**src/rtl/alu_seq.sv**
```systemverilog
// -----------------------------------------------------------------------------
// alu_seq
// Multi-cycle sequencer that owns the strobe pins of the 8-bit ALU. A requester
// hands over one operation (ADD, SUB, SHL, RDA) and its operands through a
// valid/ready handshake. The sequencer then walks the ALU through load-A,
// load-B, execute and read-back cycles. The 8-bit result and carry are
// returned through a second valid/ready handshake.
//
// Ports
//   clk, rst            clock; synchronous active-high reset
//   req_valid/ready     request handshake
//   req_op              00 ADD, 01 SUB, 10 SHL, 11 RDA (read back A)
//   req_a, req_b        operands (req_b unused for SHL/RDA)
//   req_shift           shift amount for SHL
//   rsp_valid/ready     response handshake
//   rsp_data, rsp_carry result and carry/no-borrow/shift-out bit
//   alu_bus_out         data towards ALU bus_in (all-ones when nothing is written)
//   alu_bus_in          ALU bus_out
//   alu_carry_in        ALU carry_out
//   alu_enable, rega_enable, regb_enable,
//   rega_write_enable, regb_write_enable,
//   sub_enable, shift_enable, shift_pos   ALU strobes
//
// Every output is a flop. The ALU pins therefore never see a combinational
// path from req_* or rsp_ready.
// -----------------------------------------------------------------------------
module alu_seq #(
   parameter int WIDTH = 8
) (
   input  logic             clk,
   input  logic             rst,
   input  logic             req_valid,
   output logic             req_ready,
   input  logic [1:0]       req_op,
   input  logic [WIDTH-1:0] req_a,
   input  logic [WIDTH-1:0] req_b,
   input  logic [2:0]       req_shift,
   output logic             rsp_valid,
   input  logic             rsp_ready,
   output logic [WIDTH-1:0] rsp_data,
   output logic             rsp_carry,
   output logic [WIDTH-1:0] alu_bus_out,
   input  logic [WIDTH-1:0] alu_bus_in,
   input  logic             alu_carry_in,
   output logic             alu_enable,
   output logic             rega_enable,
   output logic             regb_enable,
   output logic             rega_write_enable,
   output logic             regb_write_enable,
   output logic             sub_enable,
   output logic             shift_enable,
   output logic [2:0]       shift_pos
);

   localparam logic [1:0] OP_ADD = 2'b00;
   localparam logic [1:0] OP_SUB = 2'b01;
   localparam logic [1:0] OP_SHL = 2'b10;
   localparam logic [1:0] OP_RDA = 2'b11;

   localparam logic [WIDTH-1:0] BUS_IDLE = {WIDTH{1'b1}};

   typedef enum logic [2:0] {
      IDLE   = 3'd0,
      LOAD_A = 3'd1,
      LOAD_B = 3'd2,
      EXEC   = 3'd3,
      READ   = 3'd4,
      RESP   = 3'd5
   } state_t;

   state_t           state_q;
   logic [1:0]       op_q;
   logic [WIDTH-1:0] b_q;
   logic [2:0]       shift_q;
   logic             req_ready_q;
   logic             rsp_valid_q;
   logic [WIDTH-1:0] rsp_data_q;
   logic             rsp_carry_q;
   logic [WIDTH-1:0] bus_q;
   logic             alu_en_q;
   logic             rega_en_q;
   logic             regb_en_q;
   logic             rega_we_q;
   logic             regb_we_q;
   logic             sub_en_q;
   logic             shift_en_q;
   logic [2:0]       shift_pos_q;

   // Sequencer FSM. Strobes are written together with the state, so they line
   // up with the state that is being entered.
   always_ff @(posedge clk) begin
      if (rst) begin
         state_q     <= IDLE;
         op_q        <= OP_ADD;
         b_q         <= {WIDTH{1'b0}};
         shift_q     <= 3'd0;
         req_ready_q <= 1'b0;
         rsp_valid_q <= 1'b0;
         rsp_data_q  <= {WIDTH{1'b0}};
         rsp_carry_q <= 1'b0;
         bus_q       <= BUS_IDLE;
         alu_en_q    <= 1'b0;
         rega_en_q   <= 1'b0;
         regb_en_q   <= 1'b0;
         rega_we_q   <= 1'b0;
         regb_we_q   <= 1'b0;
         sub_en_q    <= 1'b0;
         shift_en_q  <= 1'b0;
         shift_pos_q <= 3'd0;
      end else begin
         // Strobes drop every cycle unless the state being entered re-asserts them.
         bus_q       <= BUS_IDLE;
         alu_en_q    <= 1'b0;
         rega_en_q   <= 1'b0;
         regb_en_q   <= 1'b0;
         rega_we_q   <= 1'b0;
         regb_we_q   <= 1'b0;
         sub_en_q    <= 1'b0;
         shift_en_q  <= 1'b0;
         shift_pos_q <= 3'd0;
         case (state_q)
            IDLE: begin
               if (req_valid && req_ready_q) begin
                  op_q        <= req_op;
                  b_q         <= req_b;
                  shift_q     <= req_shift;
                  req_ready_q <= 1'b0;
                  // Operand A goes straight onto the bus for the LOAD_A cycle.
                  bus_q       <= req_a;
                  rega_we_q   <= 1'b1;
                  state_q     <= LOAD_A;
               end else begin
                  // Ready rises one cycle after reset release or after a handshake.
                  req_ready_q <= 1'b1;
               end
            end
            LOAD_A: begin
               case (op_q)
                  OP_RDA: begin
                     rega_en_q <= 1'b1;
                     state_q   <= READ;
                  end
                  OP_SHL: begin
                     shift_en_q  <= 1'b1;
                     shift_pos_q <= shift_q;
                     state_q     <= EXEC;
                  end
                  default: begin
                     bus_q     <= b_q;
                     regb_we_q <= 1'b1;
                     state_q   <= LOAD_B;
                  end
               endcase
            end
            LOAD_B: begin
               sub_en_q <= (op_q == OP_SUB);
               state_q  <= EXEC;
            end
            EXEC: begin
               // Op strobes are held through READ so the ALU output stays valid.
               sub_en_q    <= sub_en_q;
               shift_en_q  <= shift_en_q;
               shift_pos_q <= shift_pos_q;
               alu_en_q    <= 1'b1;
               state_q     <= READ;
            end
            READ: begin
               rsp_data_q  <= alu_bus_in;
               // The register read-back has no meaningful carry.
               rsp_carry_q <= (op_q == OP_RDA) ? 1'b0 : alu_carry_in;
               rsp_valid_q <= 1'b1;
               state_q     <= RESP;
            end
            RESP: begin
               if (rsp_ready) begin
                  rsp_valid_q <= 1'b0;
                  req_ready_q <= 1'b1;
                  state_q     <= IDLE;
               end else begin
                  rsp_valid_q <= 1'b1;
                  req_ready_q <= 1'b0;
               end
            end
            default: begin
               req_ready_q <= 1'b0;
               rsp_valid_q <= 1'b0;
               state_q     <= IDLE;
            end
         endcase
      end
   end

   assign req_ready         = req_ready_q;
   assign rsp_valid         = rsp_valid_q;
   assign rsp_data          = rsp_data_q;
   assign rsp_carry         = rsp_carry_q;
   assign alu_bus_out       = bus_q;
   assign alu_enable        = alu_en_q;
   assign rega_enable       = rega_en_q;
   assign regb_enable       = regb_en_q;
   assign rega_write_enable = rega_we_q;
   assign regb_write_enable = regb_we_q;
   assign sub_enable        = sub_en_q;
   assign shift_enable      = shift_en_q;
   assign shift_pos         = shift_pos_q;

endmodule
```
**config.mk**
```make
export PLATFORM = sky130hd
export DESIGN_NAME = alu_seq
export DESIGN_NICKNAME = d
export VERILOG_FILES = /design/src/rtl/alu_seq.sv
export SDC_FILE = /design/constraint.sdc
export NUM_CORES = 1
export LEC_CHECK = 0
export CAP_MARGIN = 0
export CORE_ASPECT_RATIO = 2
export CORE_MARGIN = 3
export CORE_UTILIZATION = 40
export DETAILED_ROUTE_END_ITERATION = 7
export PLACE_DENSITY = 0.73
export SETUP_SLACK_MARGIN = 0.2
export SYNTH_ARGS = -nofsm -noshare
export SYNTH_HDL_FRONTEND = slang
export SYNTH_SLANG_ARGS = --single-unit
```
**constraint.sdc**
```tcl
create_clock -name clk -period 1.6 [get_ports clk]
set_clock_uncertainty 0.1 [all_clocks]
set_input_delay 0.32 -clock clk [delete_from_list [all_inputs] [get_ports clk]]
set_output_delay 0.32 -clock clk [all_outputs]
set_load 0.02 [all_outputs]
```
==> out/results.txt, run 1 <==
Period utilization - 85.0%
Via density - 4.86
Hold WS - 368 ps
Max clock buf depth - 2
Largest net degree at the start of global routing - 18
Final hold vios - 0
Yosys warnings - 0
DR WL met3 - 241 µm
Crit-path leading delay family - flip-flops
Hold Path End - shift_enable
M1 WL - 1.52 mm
Startpoint Class - flip-flop
Total GRT Usage - 16.9%
Post-CTS Hold Buffers - 0
Largest family of logic cells by synthesized area - simple AND/OR/NAND/NOR gates
HP Start - shift_enable
Layout area overhead - 43.1%
Register area share after synthesis - 48.3%
Gr ovfl total - 0
Die area - 5450 µm²
Adder-cell area share of the yosys netlist - 0%
Vias in the first global route - 1505
Critical path, cell by cell - clkdlybuf4s15_1
Max-cap viol count - 0
Distinct cells, synth - 30
Die span in y - 101 µm
Total power divided by cell area - 1340 nW/µm²
Area occupied by multi-input gates - 860 µm²
Synth area leader - dfxtp_1
Main area contributors after synthesis - dfxtp_1 48%, mux2i_1 12%, nand2b_1 10%
CTS HTree Levels - 2
Setup WS post-layout - 239 ps
Worst setup startpoint - shift_enable
Filler Cells Inserted - 412
Minimum clock period - 1360 ps
Post-route DRC violation count - 0
CP max-delay cell - dfxtp_1
Worst min path class - flip-flop to flip-flop
Reg-to-reg critical path startpoint - state_q[2]
Buffer and inverter count on the worst path - 1
CORE AREA - 4380 µm²
WP data required - 1180 ps
Setup violations, final - 0
Antenna Nets Post-Route - 0
PortBufs - 61
EDFF count, synth - 0
Cell area after layout - 2610 µm²
First-pass GRT wire length - 6.80 mm
Fmax - 735 MHz
Layout cells sized above 1 - 16.7%
TritonCTS clock tree - built
Total Nets Final - 290
Die Width - 53.7 µm
Fin. max-slew vios - 0
Hold Crit Depth - 1
Simple-Gate Fraction of Synth Area - 24.4%
Compound-Gate Fraction of Synth Area - 9.33%
Hpwl dp - 3.14 mm
RSZ-0062 raised after global routing - no
Met2 WL - 2.25 mm
Post-synth ARST share - 0%
Antenna diode count - 0
Top cell types by occurrence after synthesis - 44 x dfxtp_1, 29 x nand2b_1, 22 x mux2i_1
Syn Area/Cell - 9.80 µm²
Avg WL per Cell - 13.1 µm
DRT Pass-1 Iters - 4
Register area - 887 µm²
#FFs+latches synth - 44
Uppermost layer routed - met4
Mapped Area - 1820 µm²
Pre-CTS WS - -57.7 ps
Syn Inst Count - 186
Post-synthesis mux area share - 12.1%
Top Ports - 63
Most frequent cell after synthesis - dfxtp_1
DR vias - 1511
Syn_nets - 220
Dpl cell area - 2550 µm²
Post-Route Utilization - 59.5%
Site Rows - 34
CTS Buf Count - 5
CP Capture Type - output pin
Fin Setup TNS - 0 ps
CTS root buf - clkbuf_8
Final WL - 4.08 mm
Top_reg_cell synth - dfxtp_1
Clock Latency Late Sink - 290 ps
Placer congestion estimate - 0.769
Critical path class - flip-flop to output pin
Initial antenna violation count - 0
Initial drt markers - 19
Static Leak - 1.02 nW
Critical path peak fanout - 2
Flop2flop setup slack - 300 ps
Clock slew at reported path FFs - 90 ps
Outcome - complete, no violations
Delay of the slowest critical-path stage - 340 ps
FF-to-FF path depth - 4
Arr. time, crit path - 940 ps
Xor and xnor area share after synthesis - 0%
Starting Density - 41.6%
Worst vdd ir - 882 µV
Sink Count - 44
Reg-to-Reg End - shift_q[0]
Post-synth top area share - 48.3%
## per-stage QoR
stage                     cells  total power [W]
after floorplan             186          0.00233
after global placement      303          0.00288
after detailed placement    303          0.00291
after CTS                   311          0.00351
after global routing        311          0.00373
final                       311          0.00349
## registers in the layout (all words and copies together) (netlist names)
register / cells
alu_bus_out: 8
alu_enable: 1
b_q: 8
op_q: 2
rega_enable: 1
rega_write_enable: 1
regb_write_enable: 1
req_ready: 1
rsp_carry: 1
rsp_data: 8
rsp_valid: 1
shift_enable: 1
shift_pos: 3
shift_q: 3
state_q: 3
sub_enable: 1
## layout by cell type, fill, tap and decap left out, types with 5 or more instances in the layout
master           netlist  routed
mux2i_1               22      22
clkbuf_8               0       5
nand3_1                9       9
nand2b_1              29      29
nor2_1                13      13
clkdlybuf4s15_1        0      11
buf_4                  2      17
a21oi_1                6       6
clkdlybuf4s50_1        0      33
nand2_1               10      10
o21ai_1                9       9
dlygate4sd2_1          0       9
clkbuf_2               0       8
dfxtp_1               44      41
## area by class of cell
cell class / count / area share (%)
repair buffers: 79 / 27.1
clock buffers: 5 / 2.64
clock inverters: 3 / 0.719
flip-flops and latches: 44 / 34.0
well taps: 54 / 2.59
multi-input cells: 126 / 32.9
## layer usage
metal	vias up	global-route usage (%)
met4	0	6.50
met1	694	18.4
met2	42	29.7
met3	9	4.71
met5	-	0
li1	766	-
## where the power goes
| part | switching, W | internal (W) | leakage, nW |
|---|---|---|---|
| sequential | 0.000137 | 0.00131 | 0.359 |
| combinational | 0.000685 | 0.000681 | 0.614 |
| clock | 0.000381 | 0.000305 | 0.0479 |
| total | 0.00120 | 0.00229 | 1.02 |
## cells by family (layout without fill, tap and decap cells)
kind of cell,Yosys count,count (layout)
other,1,1
AOI/OAI and AO/OA,27,27
buffers and inverters,16,87
muxes,22,22
DFF,44,44
and+or+nand+nor,76,76
## worst max path at each step
stage | endpoint | slack [ps] | cells after the start
2_1_floorplan | b_q[0] | 130 | 6
3_3_place_gp | shift_pos[0] | -30 | 5
3_5_place_dp | shift_pos[0] | -60 | 5
4_1_cts | shift_pos[0] | 170 | 1
5_1_grt | alu_bus_out[5] | 200 | 1
6_report | shift_enable | 240 | 1
## timing repair
item                                    in CTS  in global routing
endpoints found under the setup margin      38                 49
buffers inserted                             0                  0
gates resized for setup                     36                 26
(Power assumes the default switching activity.)
==> run 2: changes to the inputs <==
--- a/config.mk
+++ b/config.mk
@@ -8,9 +8,11 @@
 export CAP_MARGIN = 0
 export CORE_ASPECT_RATIO = 2
 export CORE_MARGIN = 3
-export CORE_UTILIZATION = 40
+export CORE_UTILIZATION = 46
+export CTS_BUF_LIST = sky130_fd_sc_hd__clkbuf_2
+export CTS_CLUSTER_DIAMETER = 30
 export DETAILED_ROUTE_END_ITERATION = 7
-export PLACE_DENSITY = 0.73
+export PLACE_DENSITY = 0.79
 export SETUP_SLACK_MARGIN = 0.2
 export SYNTH_ARGS = -nofsm -noshare
 export SYNTH_HDL_FRONTEND = slang
==> constraint.sdc (replaced) <==
create_clock -name clk -period 1.5 [get_ports clk]
set_clock_uncertainty 0.1 [all_clocks]
set_input_delay 0.3 -clock clk [delete_from_list [all_inputs] [get_ports clk]]
set_output_delay 0.3 -clock clk [all_outputs]
set_load 0.02 [all_outputs]
==> out/results.txt, run 2 (synthesized netlist as in run 1, its figures left out) <==
Met2 WL - 2.62 mm
Commonest non-fill, non-tap cell in the layout - buf_6
Comb pwr share - 45.2%
Fin. max-slew vios - 0
Total power divided by cell area - 1440 nW/µm²
Static Leak - 1.12 nW
Clock share of power - 16.0%
Layout area overhead - 56.6%
Worst vdd ir - 1000 µV
Critical path, cell by cell - nor3_4, and3_4, clkbuf_16, mux2i_1
Max-cap viol count - 0
Crit-path leading delay family - simple AND/OR/NAND/NOR gates
Cell area after layout - 2850 µm²
Power Total - 0.00412 W
CTS HTree Levels - 2
Antenna Nets Post-Route - 0
CP Capture Type - flip-flop
Via density - 5.02
Initial drt markers - 11
Placer congestion estimate - 0.753
Layout cells sized above 1 - 40.8%
Period utilization - 89.9%
M1 WL - 1.53 mm
Gr ovfl total - 0
Critical path peak fanout - 7
Starting Density - 49.0%
PortBufs - 61
Delay of the slowest critical-path stage - 420 ps
Die Width - 50.5 µm
TritonCTS clock tree - built
Buffer and inverter count on the worst path - 1
Total Nets Final - 298
Filler Cells Inserted - 268
RSZ-0062 raised after global routing - yes
Most frequent cells in the layout - 34 x buf_6, 33 x clkdlybuf4s50_1, 29 x nand2b_1
Uppermost layer routed - met4
CP max-delay cell - dfxtp_4
Critical path class - flip-flop to flip-flop
Seq pwr share - 38.8%
Fmax - 742 MHz
Final WL - 4.48 mm
WP data required - 1760 ps
Post-route DRC violation count - 0
Max clock buf depth - 2
Fin cells - 314
Vias in the first global route - 1607
Site Rows - 31
Arr. time, crit path - 1610 ps
Hold WS - 325 ps
Largest net degree at the start of global routing - 15
Die span in y - 95.0 µm
CORE AREA - 3720 µm²
Hpwl dp - 3.06 mm
Outcome - complete, no violations
Antenna diode count - 0
Die area - 4800 µm²
Clock Latency Late Sink - 410 ps
Register area - 927 µm²
DR vias - 1575
Sink Count - 44
Pint - 0.00273 W
Worst min path class - input pin to flip-flop
Setup violations, final - 0
CTS root buf - clkbuf_2
Clock slew at reported path FFs - 230 ps
Placed Cells - 299
First-pass GRT wire length - 7.33 mm
DR WL met3 - 208 µm
Area occupied by multi-input gates - 905 µm²
Final hold vios - 0
Avg WL per Cell - 14.3 µm
Minimum clock period - 1350 ps
Net Sw Power - 0.00139 W
CTS Buf Count - 5
Top Ports - 63
Initial antenna violation count - 0
Dpl cell area - 2550 µm²
Total GRT Usage - 19.9%
Startpoint Class - flip-flop
Net Sw Frac - 33.7%
DRT Pass-1 Iters - 4
-- run 2: cell types whose count changed in the layout (fill, tap and decap cells not counted), sizes merged --
cell,previous run,this run
buf,18,53
bufinv,0,1
clkbuf,13,6
clkdlybuf4s15,11,0
clkinv,3,1
clkinvlp,0,1
dlygate4sd2,9,0
-- run 2: cell type report --
type,count,share of cell area (%)
flip-flops and latches,44,32.5
multi-input cells,126,31.7
repair buffers,87,31.3
well taps,49,2.15
clock inverters,3,1.49
clock buffers,5,0.877
-- run 2: final timing paths --
kind                                 start  depth (start not counted)  slack, ps              to
worst max-delay path            state_q[2]                          4        150          b_q[1]
worst min-delay path              req_a[3]                          3        320  alu_bus_out[3]
worst max register to register  state_q[2]                          4        150          b_q[1]
worst min register to register      b_q[7]                          2        390          b_q[7]
-- run 2: power groups by stage --
stage / Sequential (W) / Combinational (W) / Clock (W)
floorplan: 0.00168 / 0.000812 / 0
global placement: 0.00154 / 0.00157 / 0
detailed placement: 0.00154 / 0.00159 / 0
CTS: 0.00158 / 0.00173 / 0.000677
global route: 0.00163 / 0.00201 / 0.000729
finish: 0.00160 / 0.00186 / 0.000659
-- run 2: layer usage --
metal / GRT usage (%) / vias up
li1: - / 779
met1: 20.1 / 741
met2: 38.3 / 48
met3: 4.69 / 7
met4: 6.97 / 0
met5: 0 / -
-- run 2: per-stage QoR --
step           util [%]  setup TNS (ps)  setup slack (ps)
2_1_floorplan         -               0              28.7
3_3_place_gp       68.6           -1620              -114
3_5_place_dp       68.6           -2300              -153
4_1_cts            73.5               0               122
5_1_grt            76.6               0              83.6
6_report           76.6               0               152
-- run 2: repair_timing --
| action | in CTS | in global routing |
|---|---|---|
| buffers inserted | 3 | 2 |
| endpoints found under the setup margin | 64 | 64 |
| cloned | 1 | 1 |
| hold buffers | 0 | 0 |
| pin swaps | 1 | 12 |
| resized for setup | 199 | 23 |
-- run 2: worst register-to-register path: cells and delay by family, from the launching register on --
kind	cells	cell delay [ps]
simple gates	2	430
buf+inv	1	170
flops	1	420
mux	1	190
